**src/rtl/dmem_arbiter.sv**
```systemverilog
// dmem_arbiter: shares the single-port data memory between the core load/store
// path and a DMA/debug requester. The core normally wins. A starvation counter
// forces the DMA through after a bounded number of lost contested cycles, and
// dma_lock lets the DMA keep ownership for a bounded burst.
module dmem_arbiter #(
    parameter int AW         = 32,
    parameter int DW         = 32,
    parameter int MAX_STARVE = 4,
    parameter int LOCK_MAX   = 8
) (
    input  logic          clk,
    input  logic          rst,
    input  logic          core_req,
    input  logic          core_we,
    input  logic [AW-1:0] core_addr,
    input  logic [DW-1:0] core_wdata,
    output logic          core_gnt,
    output logic          core_rvalid,
    input  logic          dma_req,
    input  logic          dma_we,
    input  logic [AW-1:0] dma_addr,
    input  logic [DW-1:0] dma_wdata,
    input  logic          dma_lock,
    output logic          dma_gnt,
    output logic          dma_rvalid,
    output logic [DW-1:0] rdata,
    output logic          mem_we,
    output logic [AW-1:0] mem_addr,
    output logic [DW-1:0] mem_wdata,
    input  logic [DW-1:0] mem_rdata
);

    localparam int SW = (MAX_STARVE < 1) ? 1 : $clog2(MAX_STARVE + 1);
    localparam int LW = (LOCK_MAX < 1) ? 1 : $clog2(LOCK_MAX + 1);

    typedef enum logic {
        OWN_CORE = 1'b0,
        OWN_DMA  = 1'b1
    } owner_t;

    owner_t        owner_q, owner_d;
    logic [SW-1:0] starve_q, starve_d;
    logic [LW-1:0] lock_q, lock_d;
    logic          core_rvalid_q, dma_rvalid_q;
    logic          lock_phase;
    logic          forced;

    // A lock-phase grant continues a burst the DMA already owns; a forced grant
    // breaks the core's priority once the DMA has lost too many cycles in a row.
    assign lock_phase = dma_req & dma_lock & (owner_q == OWN_DMA) & (lock_q < LW'(LOCK_MAX));
    assign forced     = dma_req & (starve_q == SW'(MAX_STARVE));

    // State register: last owner, starvation count and lock burst length.
    always_ff @(posedge clk) begin
        if (rst) begin
            owner_q  <= OWN_CORE;
            starve_q <= '0;
            lock_q   <= '0;
        end else begin
            owner_q  <= owner_d;
            starve_q <= starve_d;
            lock_q   <= lock_d;
        end
    end

    // Next-state logic derived from this cycle's grants.
    always_comb begin
        owner_d  = owner_q;
        starve_d = starve_q;
        lock_d   = lock_q;

        if (dma_gnt) begin
            owner_d = OWN_DMA;
        end else if (core_gnt) begin
            owner_d = OWN_CORE;
        end

        if (dma_gnt || !dma_req) begin
            starve_d = '0;
        end else if (core_gnt && (starve_q != SW'(MAX_STARVE))) begin
            starve_d = starve_q + SW'(1);
        end

        if (core_gnt) begin
            lock_d = '0;
        end else if (dma_gnt) begin
            lock_d = lock_phase ? (lock_q + LW'(1)) : LW'(1);
        end
    end

    // Output logic: grants (dropped while in reset) and the memory port mux.
    always_comb begin
        core_gnt = 1'b0;
        dma_gnt  = 1'b0;
        if (!rst) begin
            if (lock_phase || forced) begin
                dma_gnt = 1'b1;
            end else begin
                core_gnt = core_req;
                dma_gnt  = dma_req & ~core_req;
            end
        end

        if (dma_gnt) begin
            mem_we    = dma_we;
            mem_addr  = dma_addr;
            mem_wdata = dma_wdata;
        end else begin
            mem_we    = core_gnt & core_we;
            mem_addr  = core_addr;
            mem_wdata = core_wdata;
        end
    end

    // Read-valid strobes line up with the memory's one-cycle registered read.
    always_ff @(posedge clk) begin
        if (rst) begin
            core_rvalid_q <= 1'b0;
            dma_rvalid_q  <= 1'b0;
        end else begin
            core_rvalid_q <= core_gnt & ~core_we;
            dma_rvalid_q  <= dma_gnt & ~dma_we;
        end
    end

    // A load granted just before reset must not report data during reset.
    assign core_rvalid = core_rvalid_q & ~rst;
    assign dma_rvalid  = dma_rvalid_q & ~rst;
    assign rdata       = mem_rdata;

endmodule
```
**config.mk**
```make
export PLATFORM = sky130hd
export DESIGN_NAME = dmem_arbiter
export DESIGN_NICKNAME = d
export VERILOG_FILES = /design/src/rtl/dmem_arbiter.sv
export SDC_FILE = /design/constraint.sdc
export NUM_CORES = 1
export LEC_CHECK = 0
export ABC_AREA = 1
export BUFFER_PORTS_ARGS = -buffer_cell sky130_fd_sc_hd__buf_2
export CAP_MARGIN = 25
export CORE_AREA = 5 5 101 103
export DETAILED_ROUTE_END_ITERATION = 12
export DIE_AREA = 0 0 106 108
export SLEW_MARGIN = 40
export SYNTH_ARGS = -nofsm -noshare
export SYNTH_HDL_FRONTEND = slang
export SYNTH_SLANG_ARGS = --single-unit
export TNS_END_PERCENT = 20
```
**constraint.sdc**
```tcl
create_clock -name clk -period 3.7 [get_ports clk]
set_input_delay 0.74 -clock clk [delete_from_list [all_inputs] [get_ports clk]]
set_output_delay 0.74 -clock clk [all_outputs]
set_load 0.03 [all_outputs]
```
After elaboration in Yosys (flattened, before gate mapping) --
Cells that the tools add are included.
Word-level totals: register bits after elaboration 10, word-level logic and storage cells 41, input bits 167
Operators by class: equal/unequal tests 2, order comparisons 1, bitwise logic cells 14, $add $sub $neg 2, reduce and logical (&&, ||, !) cells 7, muxes and demuxes 10
Operators with widths (count):
- $mux W32 | 2
- $and A1 B1 Y1 | 10
- $mux W1 | 7
- $add A4 B1 Y4 const B | 1
- $lt A4 B4 Y1 const B | 1
- $mux W4 | 1
- $not A1 Y1 | 4
- $reduce_or A2 Y1 | 2
- $add A3 B1 Y3 const B | 1
- $eq A3 B3 Y1 const B | 1
- $ne A3 B3 Y1 const B | 1
- $logic_or A1 B1 Y1 | 2
- $reduce_bool A2 Y1 | 1
- $logic_and A1 B1 Y1 | 1
- $logic_not A1 Y1 | 1

Depth between registers and ports, before layout --
Gate-level depths: netlist of run 1.
word-level depth 8, mapped depth 10, depth with buffers taken out 8

Worst setup path after synthesis of run 1 --
OpenSTA, ideal clock, no wires.
path type input -> output, start point input dma_req, end point output mem_addr[0], required time 2.960 ns, path slack 1.215 ns, arrival 1.745 ns, stages 9, cell sequence nand2_1 inv_1 nand2_1 nand3_2 nand2_2 buf_2 buf_2 nand2_1 nand2_1
Between the ends: word-level cells in the longest chain between the ends 7
RTL lines:
- from (decl) | RTL line 19 | input logic dma_req,
- $and A1 B1 Y1 (3 in series) | RTL line 50 | assign lock_phase = dma_req & dma_lock & (owner_q == OWN_DMA) & (lock_q < LW'(LOCK_MAX));
- $logic_or A1 B1 Y1 | RTL line 96 | if (lock_phase || forced) begin
- $mux W1 * | RTL line 96
- $mux W1 * | RTL line 95 | if (!rst) begin
- $mux W32 * | RTL line 104 | if (dma_gnt) begin
- to (decl) | RTL line 28 | output logic [AW-1:0] mem_addr,
Every way passes the cells marked *; elsewhere a longest branch is shown, timed or not.

Worst setup path after layout of run 1 --
start point input dma_req, end point output mem_addr[31]
The elaborated chain is that of the path after synthesis.

==> summary.txt, run 1 <==
Status
  – Run status: finished clean

Detailed routing
  – Via Count: 2347
  – # DRC: 0
  – DR WL/cell: 11.06 um
  – First DRT Iteration DRCs: 133
  – DRT antenna net count: 0
  – Vias per Instance: 4.040
  – DR pass1 iterations: 4
  – Final wirelength: 6.426 mm

Worst setup path
  – Crit Path Max Fanout: 35
  – Critical path class: input pin to output pin
  – CP max stage cell: clkinv_2
  – Crit. End Element: output pin
  – R2R Path End: dma_rvalid_q$_SDFF_PP0_
  – Worst R2R Path Depth: 7
  – FF-to-FF Start: starve_q[0]$_SDFFE_PP0P_
  – Most used cell, CP: nand2_1
  – Crit path depth: 11
  – Critical Path RT: 2960 ps
  – Crit path DAT: 2360 ps
  – Worst path cell trace: buf_2 > nand2_1 > inv_1 > nand2_1 > nand3_2 > nand2_2 > clkinv_2 > buf_12 > nand2_1 > nand2_1 > buf_2
  – Critical Path Start Type: input pin
  – WP buf/inv: 5
  – Reg2reg setup slack: 2040 ps
  – CP top delay family: buffers and inverters
  – Worst path max stage delay: ~330 ps

GRT
  – Initial antenna violation count: 0
  – M3 GR Usage: 0.03940
  – Total track usage: 0.09807
  – Overflow after GRT: 0
  – Met1 usage in global routing: 0.1098
  – Met2 usage: 0.1799
  – Largest net degree at the start of global routing: 66
  – Busiest layer in global routing: met2
  – Global-route wire length before repair: just under 10 mm
  – Vias in the first global route: about 2200

Run
  – Count of max-cap constraint violations: 0

Synth
  – Synth Instances: around 310
  – Synth Net Count: 477
  – Ys Warns: 0
  – Synthesized flop and latch total: 10
  – Most area-consuming cells after synthesis: nand2_1 39%, buf_4 15%, dfxtp_1 12%
  – Unique cell type count in the Yosys netlist: 22
  – Yosys top cell area share: 0.3923
  – Post-synth top cells: 173 x nand2_1, 32 x buf_4, 31 x nand2_2
  – Area leader, netlist: nand2_1
  – Cell Area, Synth: 0.001655 sq mm
  – Count leader, synth: nand2_1
  – Post-synth ARST share: 0
  – Top FF cell, synth: dfxtp_1
  – Syn Area/Cell: 5.392 sq um
  – Number of flops mapped to enable cells by yosys: 0
  – Register area share after synthesis: 0.1209

Layout
  – Fin area: 0.002526 sq mm
  – Diode count: 0
  – Ratio of cells with drive above 1 in the final layout: 0.5170
  – Final #Nets: between 600 and 700
  – Post-route insts no fill: 581
  – Layout area overhead: 52.61%

Clock network
  – # hold bufs at CTS: 0
  – Num CTS Buffers: 3
  – # H-tree levels: 1
  – Clock latency on the worst-skew pair: 230 ps
  – Clk slew on worst S/H paths: approximately 50 ps
  – Clock tree buffer depth: 2
  – Post-CTS setup buffers: 0
  – Post_cts resized: 0
  – TritonCTS Sinks: 10
  – CTS tree: yes
  – Clk Tree Root Cell: clkbuf_8

Floorplanning
  – I/O pins: 268
  – Die Span X: ~110 um
  – CORE AREA: 0.009109 sq mm
  – Die Height: 108 um
  – Rows: 35
  – Die area: approximately 0.011 sq mm
  – Starting density of the core: 0.1817

Timing
  – FMAX: 322.7 MHz
  – TNS Setup: 0 ps
  – Crit path time final: 3099 ps
  – Period utilization: 0.8377
  – Slew Limit Fails: 0
  – Endpoints failing hold: 0
  – Skew final: 1.145 ps
  – RSZ-0062 raised after global routing: no
  – Slew @ Worst Pin: about 600 ps
  – Slew Limit Headroom: 0.6006
  – Final Setup Violations: 0

Hold path
  – Min-delay src: owner_q$_SDFFE_PP0P_
  – Hold Crit Depth: 2
  – Hold endpoint: owner_q$_SDFFE_PP0P_
  – Hold/Removal Path Class: flip-flop to flip-flop

Pwr
  – Pleak: 1.640 nW
  – Int Pwr: roughly 0.00033 W
  – Sequential power share: 0.186
  – Clock power frac: 0.226
  – Comb pwr share: 0.588
  – Peak VDD IR: 0.0001302 V
  – P_sw: roughly 0.00027 W
  – Sw Share: 0.4545
  – Power per Cell Area: 238.0 mW/mm^2

Place
  – IO Port Bufs: between 200 and 250
  – Placed inst area: 0.002471 sq mm
  – Post-detail-place hpwl: approximately 5.6 mm
  – Gpl congestion: 0.7578
  – Placed Cells: 577
worst reg2reg max path, stage by stage (launching register included):
cell     delay [ps]
dfxtp_1         330
inv_1            70
ha_1            220
nand3_1         160
nand3_2         120
nand2_2          90
buf_4           470
nor2_1           80
area by class of cell:
class                      instances  area [sq um]
clock buffer                       4         55.05
fill                            1032          6583
inverter                          14         53.80
multi-input combinational        237          1035
sequential                        10         200.2
tap                              111         138.9
timing repair buffer             205          1044
per-stage QoR:
step / setup slack, ps / util / total power [W] / hold WS, ps
after floorplan: 1215 / - / 0.0003969 / 432.4
after global placement: 666.6 / 0.2713 / 0.0004666 / 441.3
after detailed placement: 570.1 / 0.2713 / 0.0004701 / 463.3
after CTS: 595.6 / 0.2773 / 0.0006071 / 468.9
after global routing: 446.7 / 0.2773 / 0.0006437 / 498.5
final: 600.7 / 0.2773 / 0.0006013 / 465.0
cells by family after synthesis:
family,after synthesis,synth area share
and+or+nand+nor,228,0.5805
buffers and inverters,60,0.2540
DFF,10,0.1209
AOI/OAI and AO/OA,5,0.01663
adders and majority gates,3,0.02268
xor gates and xnor gates,1,0.005292
worst max path at each step:
stage            start             to
2_1_floorplan  dma_req    mem_addr[0]
3_3_place_gp   dma_req         mem_we
3_5_place_dp   dma_req   mem_addr[31]
4_1_cts        dma_req   mem_addr[31]
5_1_grt        dma_req  mem_wdata[30]
6_report       dma_req   mem_addr[31]
power groups by stage:
stage | Sequential [W] | Combinational, W | Clock [W]
after floorplan | 0.000113 | 0.000283 | 0
after global placement | 0.000114 | 0.000353 | 0
after detailed placement | 0.000114 | 0.000356 | 0
after CTS | 0.000112 | 0.000357 | 0.000138
after global routing | 0.000112 | 0.000385 | 0.000147
final | 0.000112 | 0.000354 | 0.000136
metal layers:
layer	vias to the layer above	share of wire
li1	1209	-
met1	989	0.36
met2	143	0.50
met3	6	0.13
met4	0	0.0026
met5	-	0
registers in the layout, summed over array words and instances, names as in the netlist:
signal and cells:
lock_q 4, starve_q 3, core_rvalid_q 1, dma_rvalid_q 1, owner_q 1
layout by cell type (no fill, tap or decap), drive strengths merged:
| master | synthesis | layout |
|---|---|---|
| nand2 | 204 | 204 |
| nor3 | 2 | 2 |
| a211oi | 1 | 1 |
| inv | 13 | 13 |
| nand3 | 9 | 9 |
| nor2 | 10 | 10 |
| buf | 45 | 205 |
| clkinv | 1 | 1 |
| nand3b | 1 | 1 |
| or2 | 1 | 1 |
| clkbuf | 1 | 4 |
| ha | 3 | 3 |
| nand4 | 1 | 1 |
| xor2 | 1 | 1 |
| a21oi | 4 | 4 |
| dfxtp | 10 | 10 |
(Power assumes the default switching activity.)
==> inputs of run 2 (changes only) <==
Settings changed: CORE_AREA 5 5 101 103 to 5 5 102 104, DIE_AREA 0 0 106 108 to 0 0 107 109.
Clock period 3.7 ns to 2.62 ns, I/O delays scaled along.
==> summary.txt, run 2 (synthesized netlist as in run 1, its figures left out) <==
GRT
  – Global-route wire length before repair: slightly below 10 mm
  – Overflow after GRT: 0
  – Total track usage: 0.1015
  – Largest net degree at the start of global routing: 41
  – Initial antenna violation count: 0
  – Vias in the first global route: approximately 2300

Timing
  – Endpoints failing hold: 0
  – Period utilization: 0.9225
  – Skew final: 4.220 ps
  – Slew @ Worst Pin: 252.8 ps
  – Slew Limit Fails: 0
  – WHS: 467.0 ps
  – FMAX: 413.7 MHz
  – Crit path time final: between 2000 and 2500 ps
  – Final Setup Violations: 0
  – TNS Setup: 0 ps
  – Slew Limit Headroom: 0.8314
  – RSZ-0062 raised after global routing: no

Detailed routing
  – DRT antenna net count: 0
  – Via Count: ~2400
  – Vias per Instance: 4.104
  – Final wirelength: around 6.7 mm
  – DR WL/cell: 11.39 um
  – DR pass1 iterations: 4
  – First DRT Iteration DRCs: 183
  – # DRC: 0

Floorplanning
  – CORE AREA: 0.009459 sq mm
  – I/O pins: 268
  – Starting density of the core: 0.1750
  – Rows: 36
  – Die Height: between 100 and 150 um
  – Die area: 0.01166 sq mm
  – Die Span X: 107 um

Clock network
  – TritonCTS Sinks: 10
  – # H-tree levels: 1
  – Clk slew on worst S/H paths: 50 ps
  – Num CTS Buffers: 3
  – Clock tree buffer depth: 2
  – Post_cts resized: 0
  – Clk Tree Root Cell: clkbuf_8
  – CTS tree: yes
  – # hold bufs at CTS: 0
  – Post-CTS setup buffers: 0
  – Clock latency on the worst-skew pair: 230 ps

Layout
  – Register area: 200.2 sq um
  – Most frequent cells in the layout: 203 x buf_2, 173 x nand2_1, 31 x nand2_2
  – Fin area: around 0.0026 sq mm
  – Most common cell after layout, fill and taps aside: buf_2
  – Largest register FFs: 4
  – Final #Nets: 643
  – Fillers: 1095
  – Biggest regs: lock_q x4, starve_q x3
  – Layout area overhead: 54.12%
  – Ratio of cells with drive above 1 in the final layout: 0.5180
  – Multi-input combinational cell area: 0.001035 sq mm
  – Diode count: 0
  – Final Core Density: 0.2697
  – Most flops, register: lock_q

Place
  – Gpl congestion: 0.7284
  – IO Port Bufs: ~200
  – Post-detail-place hpwl: 5.819 mm
  – Placed inst area: 0.002502 sq mm

Hold path
  – Hold Crit Depth: 2
  – Hold/Removal Path Class: input pin to flip-flop

Run
  – Count of max-cap constraint violations: 0

Worst setup path
  – Crit path DAT: 1890 ps
  – Crit Path Max Fanout: 25
  – Critical path class: flip-flop to output pin
  – Worst R2R Path Depth: 7
  – Critical Path Start Type: flip-flop
  – Crit. End Element: output pin
  – Critical Path RT: approximately 2100 ps

Pwr
  – Pleak: about 1.6 nW
  – Power per Cell Area: 323.5 mW/mm^2
  – Overall Power: 0.0008253 W
  – Peak VDD IR: 0.0001436 V

Status
  – Run status: finished clean
[run 2: cell types whose count changed in the layout (fill, tap and decap cells not counted)]
cell / previous run / this run
buf_12: 1 / 2
buf_8: 0 / 1
clkbuf_8: 4 / 3
[run 2: final timing paths]
| path | start | to | slack [ps] |
|---|---|---|---|
| setup reg to reg | starve_q[0]$_SDFFE_PP0P_ | dma_rvalid_q$_SDFF_PP0_ | 1160 |
| setup / recovery | starve_q[0]$_SDFFE_PP0P_ | mem_addr[0] | 200 |
| hold reg to reg | owner_q$_SDFFE_PP0P_ | owner_q$_SDFFE_PP0P_ | 470 |
| hold / removal | dma_we | dma_rvalid_q$_SDFF_PP0_ | 470 |
[run 2: critical path: stages (launching register included)]
cell     delay, ps
dfxtp_1        330
inv_1           70
ha_1           220
nand3_1        150
nand3_2        110
nand2_2        110
buf_4          270
nand2_1        100
nand2_1         90
buf_2          200
[run 2: where the power goes]
group | switching [W] | internal [W] | total [W]
clock | 0.0000567 | 0.000100 | 0.000157
combinational | 0.000330 | 0.000180 | 0.000510
sequential | 0.00000188 | 0.000156 | 0.000158
[run 2: metal layers]
metal | up-vias | global-route usage | share of wire
met4 | 0 | 0.02283 | 0.0089
met1 | 1024 | 0.1091 | 0.37
met5 | - | 0 | 0
li1 | 1211 | - | -
met3 | 7 | 0.03552 | 0.13
met2 | 159 | 0.1911 | 0.49
[run 2: layout make-up]
type	count	share of cell area
Inverter	14	0.02109
Sequential cell	10	0.07847
Clock buffer	3	0.01618
Tap cell	114	0.05591
Multi-Input combinational cell	237	0.4056
Timing Repair Buffer	207	0.4228
[run 2: through the flow]
stage | std cells | setup slack [ps]
detailed placement | 582 | 166.1
CTS | 585 | 61.48
finish | 585 | 203.0
floorplan | 307 | 567.3
global placement | 582 | 217.6
global route | 585 | 10.97
==> inputs of run 3 (changes only) <==
Settings changed: RECOVER_POWER set to 100.
==> summary.txt, run 3 (synthesized netlist as in run 1, its figures left out) <==
Detailed routing
  – First DRT Iteration DRCs: ~160
  – DR pass1 iterations: 4
  – DRT antenna net count: 0
  – # DRC: 0
  – DR WL/cell: 11.38 um
  – Via Count: 2405
  – Final wirelength: 6.656 mm
  – Vias per Instance: 4.111

Place
  – Post-detail-place hpwl: 5.819 mm
  – Placed Cells: 582
  – IO Port Bufs: between 200 and 250
  – Placed inst area: 0.002502 sq mm
  – Gpl congestion: 0.7284
  – Place WS: 166.1 ps

Floorplanning
  – Rows: 36
  – CORE AREA: 0.009459 sq mm
  – I/O pins: around 270
  – Starting density of the core: 0.1750
  – Die Span X: 107 um
  – Die area: 0.01166 sq mm
  – Die Height: between 100 and 150 um

Timing
  – Endpoints failing hold: 0
  – Final worst slack: 192.2 ps
  – Skew final: slightly above 4 ps
  – Final Setup Violations: 0
  – Slew Limit Headroom: 0.7423
  – TNS Setup: 0 ps
  – Slew Limit Fails: 0
  – RSZ-0062 raised after global routing: no
  – Slew @ Worst Pin: roughly 390 ps
  – FMAX: about 400 MHz
  – Crit path time final: approximately 2400 ps
  – Period utilization: 0.9266

Layout
  – Ratio of cells with drive above 1 in the final layout: 0.5096
  – Final Core Density: 0.2692
  – Post-route insts no fill: approximately 590
  – Layout area overhead: 53.82%
  – Final #Nets: 643
  – Largest register FFs: 4
  – Most flops, register: lock_q
  – Biggest regs: lock_q x4, starve_q x3
  – Fin area: 0.002546 sq mm
  – Most common cell after layout, fill and taps aside: nand2_1
  – Diode count: 0
  – Most frequent cells in the layout: 173 x nand2_1, 138 x buf_2, 61 x clkbuf_2

Worst setup path
  – Crit. End Element: output pin
  – Critical Path RT: about 2100 ps
  – Worst path cell trace: inv_1 > ha_1 > nand3_1 > nand3_2 > nand2_2 > buf_4 > nand2_1 > nand2_1 > clkbuf_2
  – WP buf/inv: 3
  – CP max stage cell: dfxtp_1
  – Crit path to: mem_addr[0]
  – CP top delay family: simple AND/OR/NAND/NOR gates
  – Crit Path Max Fanout: 25
  – Worst R2R Path Depth: 7
  – Crit path DAT: 1900 ps
  – Reg2reg setup slack: ~1200 ps
  – Critical path class: flip-flop to output pin
  – FF-to-FF Start: starve_q[0]$_SDFFE_PP0P_
  – Most used cell, CP: nand2_1
  – Crit path depth: 9
  – R2R Path End: dma_rvalid_q$_SDFF_PP0_
  – Worst setup startpoint: starve_q[0]$_SDFFE_PP0P_
  – Worst path max stage delay: 330 ps
  – Critical Path Start Type: flip-flop

Run
  – Count of max-cap constraint violations: 0

Pwr
  – Pleak: 1.642 nW
  – Power per Cell Area: 324.0 mW/mm^2
  – Peak VDD IR: 0.0001434 V

GRT
  – Total track usage: 0.1015
  – Largest net degree at the start of global routing: 41
  – Overflow after GRT: 0
  – Global-route wire length before repair: 9.936 mm
  – Initial antenna violation count: 0
  – Vias in the first global route: between 2000 and 2500

Clock network
  – Clock latency on the worst-skew pair: between 200 and 250 ps
  – Clk slew on worst S/H paths: 50 ps
  – Post-CTS setup buffers: 0
  – # H-tree levels: 1
  – CTS tree: yes
  – TritonCTS Sinks: 10
  – Num CTS Buffers: 3
  – Clock tree buffer depth: 2
  – Clk Tree Root Cell: clkbuf_8
  – # hold bufs at CTS: 0

Status
  – Run status: finished clean

Hold path
  – Hold/Removal Path Class: input pin to flip-flop
run 3: report_power, final:
group          switching, W  internal [W]  total (W)  leakage [nW]
logic              0.000333      0.000177   0.000510          1.54
registers        0.00000188      0.000156   0.000158        0.0813
clock network     0.0000566      0.000100   0.000157        0.0216
total              0.000391      0.000434   0.000825          1.64
run 3: repair_timing:
item | CTS | global route
endpoints found under the setup margin | 0 | 40
gates resized for setup | 0 | 2
hold endpoints to repair | 0 | 0
run 3: cell type report:
cell class | instances | area [sq um]
Fill cell | 1095 | 6913
Sequential cell | 10 | 200.2
Multi-Input combinational cell | 237 | 1035
Tap cell | 114 | 142.6
Clock buffer | 3 | 41.29
Timing Repair Buffer | 207 | 1074
Inverter | 14 | 53.80
run 3: through the flow:
step | power, W | hold slack (ps)
global route | 0.0008849 | 469.6
global placement | 0.0006665 | 445.9
CTS | 0.0008325 | 471.8
detailed placement | 0.0006717 | 460.5
floorplan | 0.0005604 | 432.4
finish | 0.0008249 | 467.1
run 3: worst min path at each step:
| stage | start | endpoint | slack (ps) | cells after the start |
|---|---|---|---|---|
| 4_1_cts | core_we | core_rvalid_q$_SDFF_PP0_ | 470 | 2 |
| 2_1_floorplan | owner_q$_SDFFE_PP0P_ | owner_q$_SDFFE_PP0P_ | 430 | 2 |
| 3_3_place_gp | owner_q$_SDFFE_PP0P_ | owner_q$_SDFFE_PP0P_ | 450 | 2 |
| 6_report | dma_we | dma_rvalid_q$_SDFF_PP0_ | 470 | 2 |
| 3_5_place_dp | owner_q$_SDFFE_PP0P_ | owner_q$_SDFFE_PP0P_ | 460 | 2 |
| 5_1_grt | dma_we | dma_rvalid_q$_SDFF_PP0_ | 470 | 2 |
run 3: metal layers:
layer  routed length, um  vias to the layer above  track usage
li1                    -                     1212            -
met1                2451                     1031       0.1091
met2                3274                      155       0.1911
met3                 870                        7      0.03552
met4                  59                        0      0.02283
met5                   0                        -            0
